**src/rtl/regfile_pkg.sv**
```systemverilog
// regfile_pkg: shared CPU defines for the register file (widths, zero word, enable/reset encodings); REGFILE_BYPASS_EN is consumed by regfile_rport
package regfile_pkg;
    localparam int DATA_W_DEF = 32;
    localparam int ADDR_W_DEF = 5;
    localparam logic [31:0] ZERO_WORD = 32'h0000_0000;
    localparam logic [4:0] NOP_REG_ADDR = 5'd0;
    localparam logic WRITE_ENABLE = 1'b1;
    localparam logic WRITE_DISABLE = 1'b0;
    localparam logic READ_ENABLE = 1'b1;
    localparam logic READ_DISABLE = 1'b0;
    localparam logic RST_ENABLE = 1'b0;
    localparam logic RST_DISABLE = 1'b1;
endpackage

```
**src/rtl/regfile_if.sv**
```systemverilog
// regfile_if: writeback write port plus two read ports; master drives requests, slave (the register file) returns read data
interface regfile_if
    import regfile_pkg::*;
#(
    parameter int DATA_W = DATA_W_DEF,
    parameter int ADDR_W = ADDR_W_DEF
) ();
    logic              we;
    logic [ADDR_W-1:0] waddr;
    logic [DATA_W-1:0] wdata;
    logic              re1;
    logic [ADDR_W-1:0] raddr1;
    logic [DATA_W-1:0] rdata1;
    logic              re2;
    logic [ADDR_W-1:0] raddr2;
    logic [DATA_W-1:0] rdata2;

    modport master (
        output we, waddr, wdata, re1, raddr1, re2, raddr2,
        input  rdata1, rdata2
    );

    modport slave (
        input  we, waddr, wdata, re1, raddr1, re2, raddr2,
        output rdata1, rdata2
    );
endinterface

```
**src/rtl/regfile_rport.sv**
```systemverilog
// regfile_rport: combinational read port selecting zero, bypassed write data or stored data; write bypass only when REGFILE_BYPASS_EN is defined
module regfile_rport
    import regfile_pkg::*;
#(
    parameter int DATA_W = DATA_W_DEF,
    parameter int ADDR_W = ADDR_W_DEF
) (
    input  logic              resetn,
    input  logic              re,
    input  logic [ADDR_W-1:0] raddr,
    input  logic [DATA_W-1:0] stored,
    input  logic              we,
    input  logic [ADDR_W-1:0] waddr,
    input  logic [DATA_W-1:0] wdata,
    output logic [DATA_W-1:0] rdata
);
`ifdef REGFILE_BYPASS_EN
    localparam logic BYPASS = 1'b1;
`else
    localparam logic BYPASS = 1'b0;
`endif

    logic blank;
    logic hit;

    // Reset, disabled port and index 0 force zero; otherwise a matching same-cycle write overrides storage when bypass is built in
    always_comb begin
        blank = resetn == RST_ENABLE || re == READ_DISABLE || raddr == ADDR_W'(NOP_REG_ADDR);
        hit   = BYPASS && we == WRITE_ENABLE && raddr == waddr;
        rdata = blank ? DATA_W'(ZERO_WORD) : hit ? wdata : stored;
    end
endmodule

```
**src/rtl/regfile.sv**
```systemverilog
// regfile: 2**ADDR_W x DATA_W register file, register 0 hardwired zero, one write and two combinational reads per cycle; REGFILE_BYPASS_EN enables write-to-read bypass
module regfile
    import regfile_pkg::*;
#(
    parameter int DATA_W = DATA_W_DEF,
    parameter int ADDR_W = ADDR_W_DEF
) (
    input logic       clk,
    input logic       resetn,
    regfile_if.slave  bus
);
    localparam int DEPTH = 1 << ADDR_W;

    logic [DATA_W-1:0] regs_q [DEPTH];
    logic [DATA_W-1:0] regs_d [DEPTH];
    logic              wr_en;

    // Next storage state: take the write for any nonzero index and pin register 0 at zero
    always_comb begin
        wr_en  = bus.we != WRITE_DISABLE && bus.waddr != ADDR_W'(NOP_REG_ADDR);
        regs_d = regs_q;
        if (wr_en) regs_d[bus.waddr] = bus.wdata;
        regs_d[0] = DATA_W'(ZERO_WORD);
    end

    // Synchronous active-low clear; a write presented while in reset is dropped
    always_ff @(posedge clk) begin
        if (resetn == RST_ENABLE) regs_q <= '{default: DATA_W'(ZERO_WORD)};
        else regs_q <= regs_d;
    end

    regfile_rport #(.DATA_W(DATA_W), .ADDR_W(ADDR_W)) u_rport1 (
        .resetn (resetn),
        .re     (bus.re1),
        .raddr  (bus.raddr1),
        .stored (regs_q[bus.raddr1]),
        .we     (bus.we),
        .waddr  (bus.waddr),
        .wdata  (bus.wdata),
        .rdata  (bus.rdata1)
    );

    regfile_rport #(.DATA_W(DATA_W), .ADDR_W(ADDR_W)) u_rport2 (
        .resetn (resetn),
        .re     (bus.re2),
        .raddr  (bus.raddr2),
        .stored (regs_q[bus.raddr2]),
        .we     (bus.we),
        .waddr  (bus.waddr),
        .wdata  (bus.wdata),
        .rdata  (bus.rdata2)
    );
endmodule
```
**src/flat_wrapper.sv**
```systemverilog
// flat-port wrapper written by rule: the top's interface ports become plain ports
module regfile_flat import regfile_pkg::*;
#(
    parameter int DATA_W = DATA_W_DEF,
    parameter int ADDR_W = ADDR_W_DEF
)
  (clk, resetn, bus_we, bus_waddr, bus_wdata, bus_re1, bus_raddr1, bus_re2, bus_raddr2, bus_rdata1, bus_rdata2);
  regfile_if #(.DATA_W(DATA_W), .ADDR_W(ADDR_W)) bus_i ();
  input logic clk;
  input logic resetn;
  input wire logic [$bits(bus_i.we)-1:0] bus_we;
  input wire logic [$bits(bus_i.waddr)-1:0] bus_waddr;
  input wire logic [$bits(bus_i.wdata)-1:0] bus_wdata;
  input wire logic [$bits(bus_i.re1)-1:0] bus_re1;
  input wire logic [$bits(bus_i.raddr1)-1:0] bus_raddr1;
  input wire logic [$bits(bus_i.re2)-1:0] bus_re2;
  input wire logic [$bits(bus_i.raddr2)-1:0] bus_raddr2;
  output wire logic [$bits(bus_i.rdata1)-1:0] bus_rdata1;
  output wire logic [$bits(bus_i.rdata2)-1:0] bus_rdata2;
  assign bus_i.we = bus_we;
  assign bus_i.waddr = bus_waddr;
  assign bus_i.wdata = bus_wdata;
  assign bus_i.re1 = bus_re1;
  assign bus_i.raddr1 = bus_raddr1;
  assign bus_i.re2 = bus_re2;
  assign bus_i.raddr2 = bus_raddr2;
  assign bus_rdata1 = bus_i.rdata1;
  assign bus_rdata2 = bus_i.rdata2;
  regfile #(.DATA_W(DATA_W), .ADDR_W(ADDR_W)) u_core (.clk(clk), .resetn(resetn), .bus(bus_i));
endmodule
```
**config.mk**
```make
export PLATFORM = sky130hd
export DESIGN_NAME = regfile_flat
export DESIGN_NICKNAME = d
export VERILOG_FILES = /design/src/rtl/regfile_pkg.sv /design/src/rtl/regfile_if.sv /design/src/rtl/regfile_rport.sv /design/src/rtl/regfile.sv /design/src/flat_wrapper.sv
export SDC_FILE = /design/constraint.sdc
export NUM_CORES = 2
export LEC_CHECK = 0
export CORE_MARGIN = 4
export CORE_UTILIZATION = 30
export CTS_BUF_LIST = sky130_fd_sc_hd__clkbuf_8 sky130_fd_sc_hd__clkbuf_16
export CTS_CLUSTER_DIAMETER = 80
export DETAILED_ROUTE_END_ITERATION = 16
export PLACE_DENSITY_LB_ADDON = 0.12
export SLEW_MARGIN = 25
export SYNTH_ARGS = -nofsm -noshare
export SYNTH_HDL_FRONTEND = slang
export SYNTH_SLANG_ARGS = --single-unit
```
**constraint.sdc**
```tcl
create_clock -name clk -period 2.5 [get_ports clk]
set_input_delay 0.5 -clock clk [delete_from_list [all_inputs] [get_ports clk]]
set_output_delay 0.5 -clock clk [all_outputs]
set_load 0.005 [all_outputs]
```
# ---- Word-level counts from Yosys, hierarchy flattened
# Index checks and enable logic that the tools add are counted.
dict set report op_classes {
  n_addsub 0
  n_mul 0
  n_div 0
  magnitude_cmp 4
  n_eq_ne 0
  shift 0
  muxes 11
  bitwise_logic 6
  reduce_logical 9
}
# cell count
set ops {}
lappend ops {{$bwmux 1024} 1}
lappend ops {{$bmux 32 s5} 2}
lappend ops {{$mux 32} 7}
lappend ops {{$demux 32 s5} 1}
lappend ops {{$ge 6x6->1 const B} 3}
lappend ops {{$not 5->6} 3}
lappend ops {{$logic_not 5->1} 2}
lappend ops {{$lt 6x1->1 const B} 1}
lappend ops {{$reduce_bool 5->1} 1}
lappend ops {{$logic_or 1x1->1} 4}
lappend ops {{$not 1->1} 3}
lappend ops {{$logic_and 1x1->1} 2}
dict set report word_totals {
  ff_bits 992
  latch_bits 0
  mem_bits_rw 0
  mem_bits_ro 0
  in_bits 52
  out_inout_bits 64
  wordCells 61
  n_memories 0
}

# ---- Longest topological paths before layout
dict set report depth {
  depth_word 6
  mapped_depth 9
  depth_no_buf 4
}

# ---- By module
# A second synthesis with hierarchy kept.
dict set report hier_totals {
  cells_unflattened 6739
  area_unflattened_um2 54608.6
}
# mod n_inst cells_per_inst area_each_um2 seq_area_each_um2
set by_module_without_submodules {}
lappend by_module_without_submodules {regfile 1 6583 53752.8 19859.0}
lappend by_module_without_submodules {regfile_rport 2 78 427.9 0.0}

# ---- Worst setup path after synthesis
# Ideal clock, no wire load.
dict set report synth_path {
  path_type {input-to-output}
  from {input bus_raddr2[0]}
  to {output bus_rdata2[22]}
  arrival_ns 1.930
  required_time_ns 2.000
  slack_ns 0.070
  cell_stages 7
  n_path_buf 3
  cell_sequence {buf_6 > buf_6 > buf_2 > mux4_2 > mux2i_1 > o221ai_1 > and3_1}
}
dict set report synth_via {
  elab_chain_len 5
  word_cells_on_any_way 7
  classes_between {4 x mux; 1 x bitwise; 2 x reduce/logical}
}
# element line
set synth_lines {}
lappend synth_lines {{from (decl)} flat_wrapper.sv:17} ;# input wire logic [$bits(bus_i.raddr2)-1:0] bus_raddr2;
lappend synth_lines {{$not 5->6 (not written as such)} regfile.sv:47} ;# .stored (regs_q[bus.raddr2]),
lappend synth_lines {{$bmux 32 s5} regfile.sv:47}
lappend synth_lines {{$mux 32 (not written as such) (2 in a row)} regfile.sv:47}
lappend synth_lines {{$mux 32 (*)} regfile_rport.sv:30} ;# rdata = blank ? DATA_W'(ZERO_WORD) : hit ? wdata : stored;
lappend synth_lines {{to (decl)} flat_wrapper.sv:19} ;# output wire logic [$bits(bus_i.rdata2)-1:0] bus_rdata2;
# Every way passes the cells marked *; elsewhere a longest branch is shown, timed or not. The select of a mux whose other input is x is not followed.

# ---- Worst setup path after layout
dict set report layout_path {
  from {input bus_raddr2[0]}
  to {output bus_rdata2[29]}
}
# The elaborated chain is that of the path after synthesis.

==> metrics.txt <==
# TYPE chip_impl_metric gauge
chip_impl_info{name="run_status",value="finished, violations left"} 1
chip_impl_info{name="violations",value="negative setup slack"} 1
chip_impl_metric{name="nets",unit=""} 6743
chip_impl_metric{name="cp_max_fo",unit=""} 6
chip_impl_info{name="regToRegEndpoint",value="u_core.regs_q[829]$_SDFFE_PN0P_"} 1
chip_impl_metric{name="cp_slowest_stage_delay",unit="ps"} 530
chip_impl_metric{name="final-hold-violation-count",unit=""} 0
chip_impl_metric{name="num_antenna_cells",unit=""} 0
chip_impl_metric{name="power.leakage",unit="nW"} 26.1
chip_impl_metric{name="nFillCells",unit=""} 17300
chip_impl_metric{name="post_route_cells_drive_above_1_share",unit="%"} 34.1
chip_impl_metric{name="placed_area",unit="sq um"} 64900
chip_impl_info{name="hold-path-endpoint",value="u_core.regs_q[968]$_SDFFE_PN0P_"} 1
chip_impl_info{name="post_synth_main_area_contributors",value="dfxtp_1 37%, nand2_1 15%, mux4_2 15%"} 1
chip_impl_metric{name="synth_nets",unit=""} 6027
chip_impl_metric{name="grt_util_all_layers",unit="%"} 26.5
chip_impl_metric{name="antenna_found_initial",unit=""} 3
chip_impl_metric{name="drtAntennaViolNets",unit=""} 0
chip_impl_metric{name="cts.hold.buffers_added",unit=""} 0
chip_impl_metric{name="place_hpwl",unit="mm"} 169
chip_impl_info{name="crit_path_start",value="bus_raddr2[0]"} 1
chip_impl_metric{name="totalNegativeSetupSlack",unit="ps"} -27740
chip_impl_metric{name="hold-worst-slack",unit="ps"} 257
chip_impl_info{name="crit_top_cell",value="buf_12"} 1
chip_impl_info{name="tritoncts",value="built"} 1
chip_impl_metric{name="drt_iter0_drc",unit=""} 4384
chip_impl_metric{name="vdd_ir_drop_max",unit="mV"} 0.548
chip_impl_info{name="hold_path_class",value="input port to register"} 1
chip_impl_metric{name="worst_slack",unit="ps"} -619
chip_impl_metric{name="gr-total-overflow",unit=""} 0
chip_impl_metric{name="std_cell_rows",unit=""} 155
chip_impl_info{name="worstSetupStartpointType",value="input port"} 1
chip_impl_metric{name="die_height",unit="um"} 431
chip_impl_metric{name="clock_sink_count",unit=""} 992
chip_impl_metric{name="fp.coreArea",unit="sq um"} 178000
chip_impl_metric{name="io_pins",unit=""} 116
chip_impl_metric{name="p_total",unit="mW"} 39.3
chip_impl_metric{name="max_reg_flops",unit=""} 992
chip_impl_metric{name="mean_instance_size_in_the_synthesized_netlist",unit="sq um"} 8.99
chip_impl_metric{name="number_of_cts_inserted_buffers",unit=""} 117
chip_impl_metric{name="fin_crit_sh",unit="%"} 125
chip_impl_info{name="post-synth-top-area-cell",value="dfxtp_1"} 1
chip_impl_info{name="hp-start",value="resetn"} 1
chip_impl_metric{name="post_synth_inst_count",unit=""} 5975
chip_impl_info{name="critical_path.cell_chain",value="buf_16 -> buf_12 -> buf_12 -> buf_8 -> mux4_2 -> mux2i_4 -> buf_4 -> a21o_1 -> a211oi_4 -> buf_2"} 1
chip_impl_metric{name="worst-endpoint-required",unit="ps"} 2000
chip_impl_metric{name="synth_top_cell_area_share",unit="%"} 37.0
chip_impl_metric{name="cts.reportedPaths.clkPinSlew",unit="ps"} 60
chip_impl_metric{name="reg2reg_setup_slack",unit="ps"} 1690
chip_impl_metric{name="cts.htree.levels",unit=""} 3
chip_impl_metric{name="power.density",unit="nW/um^2"} 538
chip_impl_info{name="critical_path.reg2reg.startpoint",value="u_core.regs_q[829]$_SDFFE_PN0P_"} 1
chip_impl_metric{name="synth.yosys.seq_area_share",unit="%"} 37.0
chip_impl_metric{name="synth_edf_count",unit=""} 0
chip_impl_metric{name="post_dr_wirelength_cell",unit="um"} 27.9
chip_impl_metric{name="grt_first_pass_wirelength",unit="mm"} 361
chip_impl_metric{name="port-buffer-count",unit=""} 115
chip_impl_metric{name="placement_stage_worst_setup_slack",unit="ps"} -1500
chip_impl_info{name="clock-root-buffer",value="clkbuf_16"} 1
chip_impl_info{name="rsz_0062_raised_after_global_routing",value="yes"} 1
chip_impl_metric{name="yosysWarnings",unit=""} 0
chip_impl_metric{name="initial_utilization",unit="%"} 30.1
chip_impl_metric{name="reg2regPathDepth",unit=""} 3
chip_impl_metric{name="insertion_delay_of_the_later_clocked_pin_in_the_worst_skew_pair",unit="ps"} 740
chip_impl_info{name="cpMaxStageDelayCell",value="a211oi_4"} 1
chip_impl_metric{name="first_global_vias",unit=""} 47900
chip_impl_metric{name="drc_errors",unit=""} 0
chip_impl_metric{name="fp.dieArea",unit="sq um"} 186000
chip_impl_metric{name="final_area",unit="sq um"} 73000
chip_impl_metric{name="synth.ff_latch_count",unit=""} 992
chip_impl_metric{name="timing_worst_slew_pin_value",unit="ps"} 1010
chip_impl_metric{name="area_delta_synth_final",unit="%"} 36.0
chip_impl_info{name="registers.top_by_ff_count",value="u_core.regs_q"} 1
chip_impl_info{name="biggestRegsByFlops",value="u_core.regs_q x992"} 1
chip_impl_metric{name="period_minus_slack",unit="ps"} 3120
chip_impl_metric{name="arrival",unit="ps"} 2620
chip_impl_metric{name="max_freq",unit="MHz"} 321
chip_impl_metric{name="drt-pass1-iter-count",unit=""} 6
chip_impl_info{name="crit_path_end_kind",value="output pin"} 1
chip_impl_metric{name="synth.cell_area",unit="sq um"} 53700
chip_impl_info{name="synth_ff_type",value="dfxtp_1"} 1
chip_impl_metric{name="dieWidth",unit="um"} 431
chip_impl_metric{name="synthArstFlopShare",unit="%"} 0
chip_impl_metric{name="synth_cell_types",unit=""} 50
chip_impl_metric{name="globalplace.congestion",unit=""} 0.877
chip_impl_metric{name="relSlewSlack",unit="%"} 32.4
chip_impl_metric{name="worst_clock_skew",unit="ps"} 0
chip_impl_metric{name="cts-root-to-sink-buffers",unit=""} 3
chip_impl_metric{name="holdPathStages",unit=""} 3
chip_impl_metric{name="totalWireLength",unit="mm"} 255
chip_impl_metric{name="grt_max_degree",unit=""} 205
chip_impl_metric{name="detailroute.via_count",unit=""} 49200
chip_impl_metric{name="drv_slew",unit=""} 0
chip_impl_metric{name="avgViaCountPerCell",unit=""} 5.39
chip_impl_info{name="layout_commonest_cell",value="nand2_1"} 1
chip_impl_metric{name="cap_viol_max_count",unit=""} 0
chip_impl_info{name="final_cell_mix",value="2,081 x nand2_1, 826 x dfxtp_1, 741 x buf_4, 632 x a21boi_0, 360 x a21boi_1"} 1
chip_impl_info{name="worst-setup-path-type",value="input port to output pin"} 1
chip_impl_metric{name="setup_viol",unit=""} 64
[metal layers]
layer	up-vias	share of wire, %	track usage, %
met5	-	0	0
met4	0	4.5	10.8
met3	396	5.5	3.33
met2	1617	47	44.2
met1	24900	43	34.8
li1	22300	-	-
[where the power goes]
part | internal, mW | switching [mW] | total [mW]
clock network | 10.8 | 7.44 | 18.3
registers | 15.9 | 0.0824 | 16.0
logic | 2.21 | 2.81 | 5.02
[cells in the mapped netlist (3+ instances only)]
cell	number
a2111oi_0	4
a211oi_1	6
a21boi_0	632
a21boi_1	360
a21oi_1	73
a221o_1	40
a221oi_1	63
a22oi_1	34
a2bb2oi_1	6
a31oi_1	33
and3_1	26
and3b_1	5
buf_1	12
buf_2	158
buf_4	57
buf_6	23
clkbuf_1	359
dfxtp_1	992
inv_1	3
mux2_2	139
mux2i_1	245
mux4_2	350
nand2_1	2112
nand3_1	8
nand3b_1	5
nand4_1	12
nor2_1	53
nor2_2	10
nor2b_1	13
nor3_4	7
nor3b_1	3
o21ai_0	46
o221ai_1	32
o22ai_1	16
or2_2	16
or3b_2	3
[what timing repair did]
| item | in CTS | in global routing |
|---|---|---|
| setup buffers | 83 | 98 |
| gates resized for setup | 808 | 199 |
| setup endpoints to repair | 64 | 64 |
| pin swaps | 87 | 78 |
| gates cloned | 6 | 8 |
[worst max path at each step]
stage	end	slack (ps)	cells past startpoint
3_5_place_dp	bus_rdata2[2]	-1500	9
2_1_floorplan	bus_rdata2[22]	70	7
6_report	bus_rdata2[29]	-620	10
3_3_place_gp	bus_rdata2[29]	-1560	7
4_1_cts	bus_rdata1[17]	-840	5
5_1_grt	bus_rdata2[20]	-600	7
[critical path: cells and delay by family]
kind	cells	cell delay, ps
buffers and inverters	6	930
AOI/OAI and AO/OA	2	710
muxes	2	450
[per-stage QoR]
step                instances  utilization, %
finish                   9140            41.0
global route             9140            41.0
CTS                      9061            40.2
detailed placement       8786            36.4
global placement         8786            36.4
floorplan                5975               -
[logic make-up (layout without fill, tap and decap cells)]
logic type / Yosys count / after routing / synth area share [%]
AOI/OAI and AO/OA: 1351 / 1351 / 18.7
buffers and inverters: 614 / 1424 / 5.40
DFF: 992 / 992 / 37.0
muxes: 734 / 734 / 22.2
and+or+nand+nor: 2284 / 2284 / 16.8
[area by class of cell]
type,instances,area (sq um),area share [%]
multi-input combinational,4369,32900,45.1
sequential,992,20100,27.5
timing repair buffer,1207,13100,17.9
clock buffer,140,3270,4.47
tap,2355,2950,4.03
clock inverter,73,766,1.05
inverter,4,15.0,0.0206
Power figures use the tool's default switching activity.
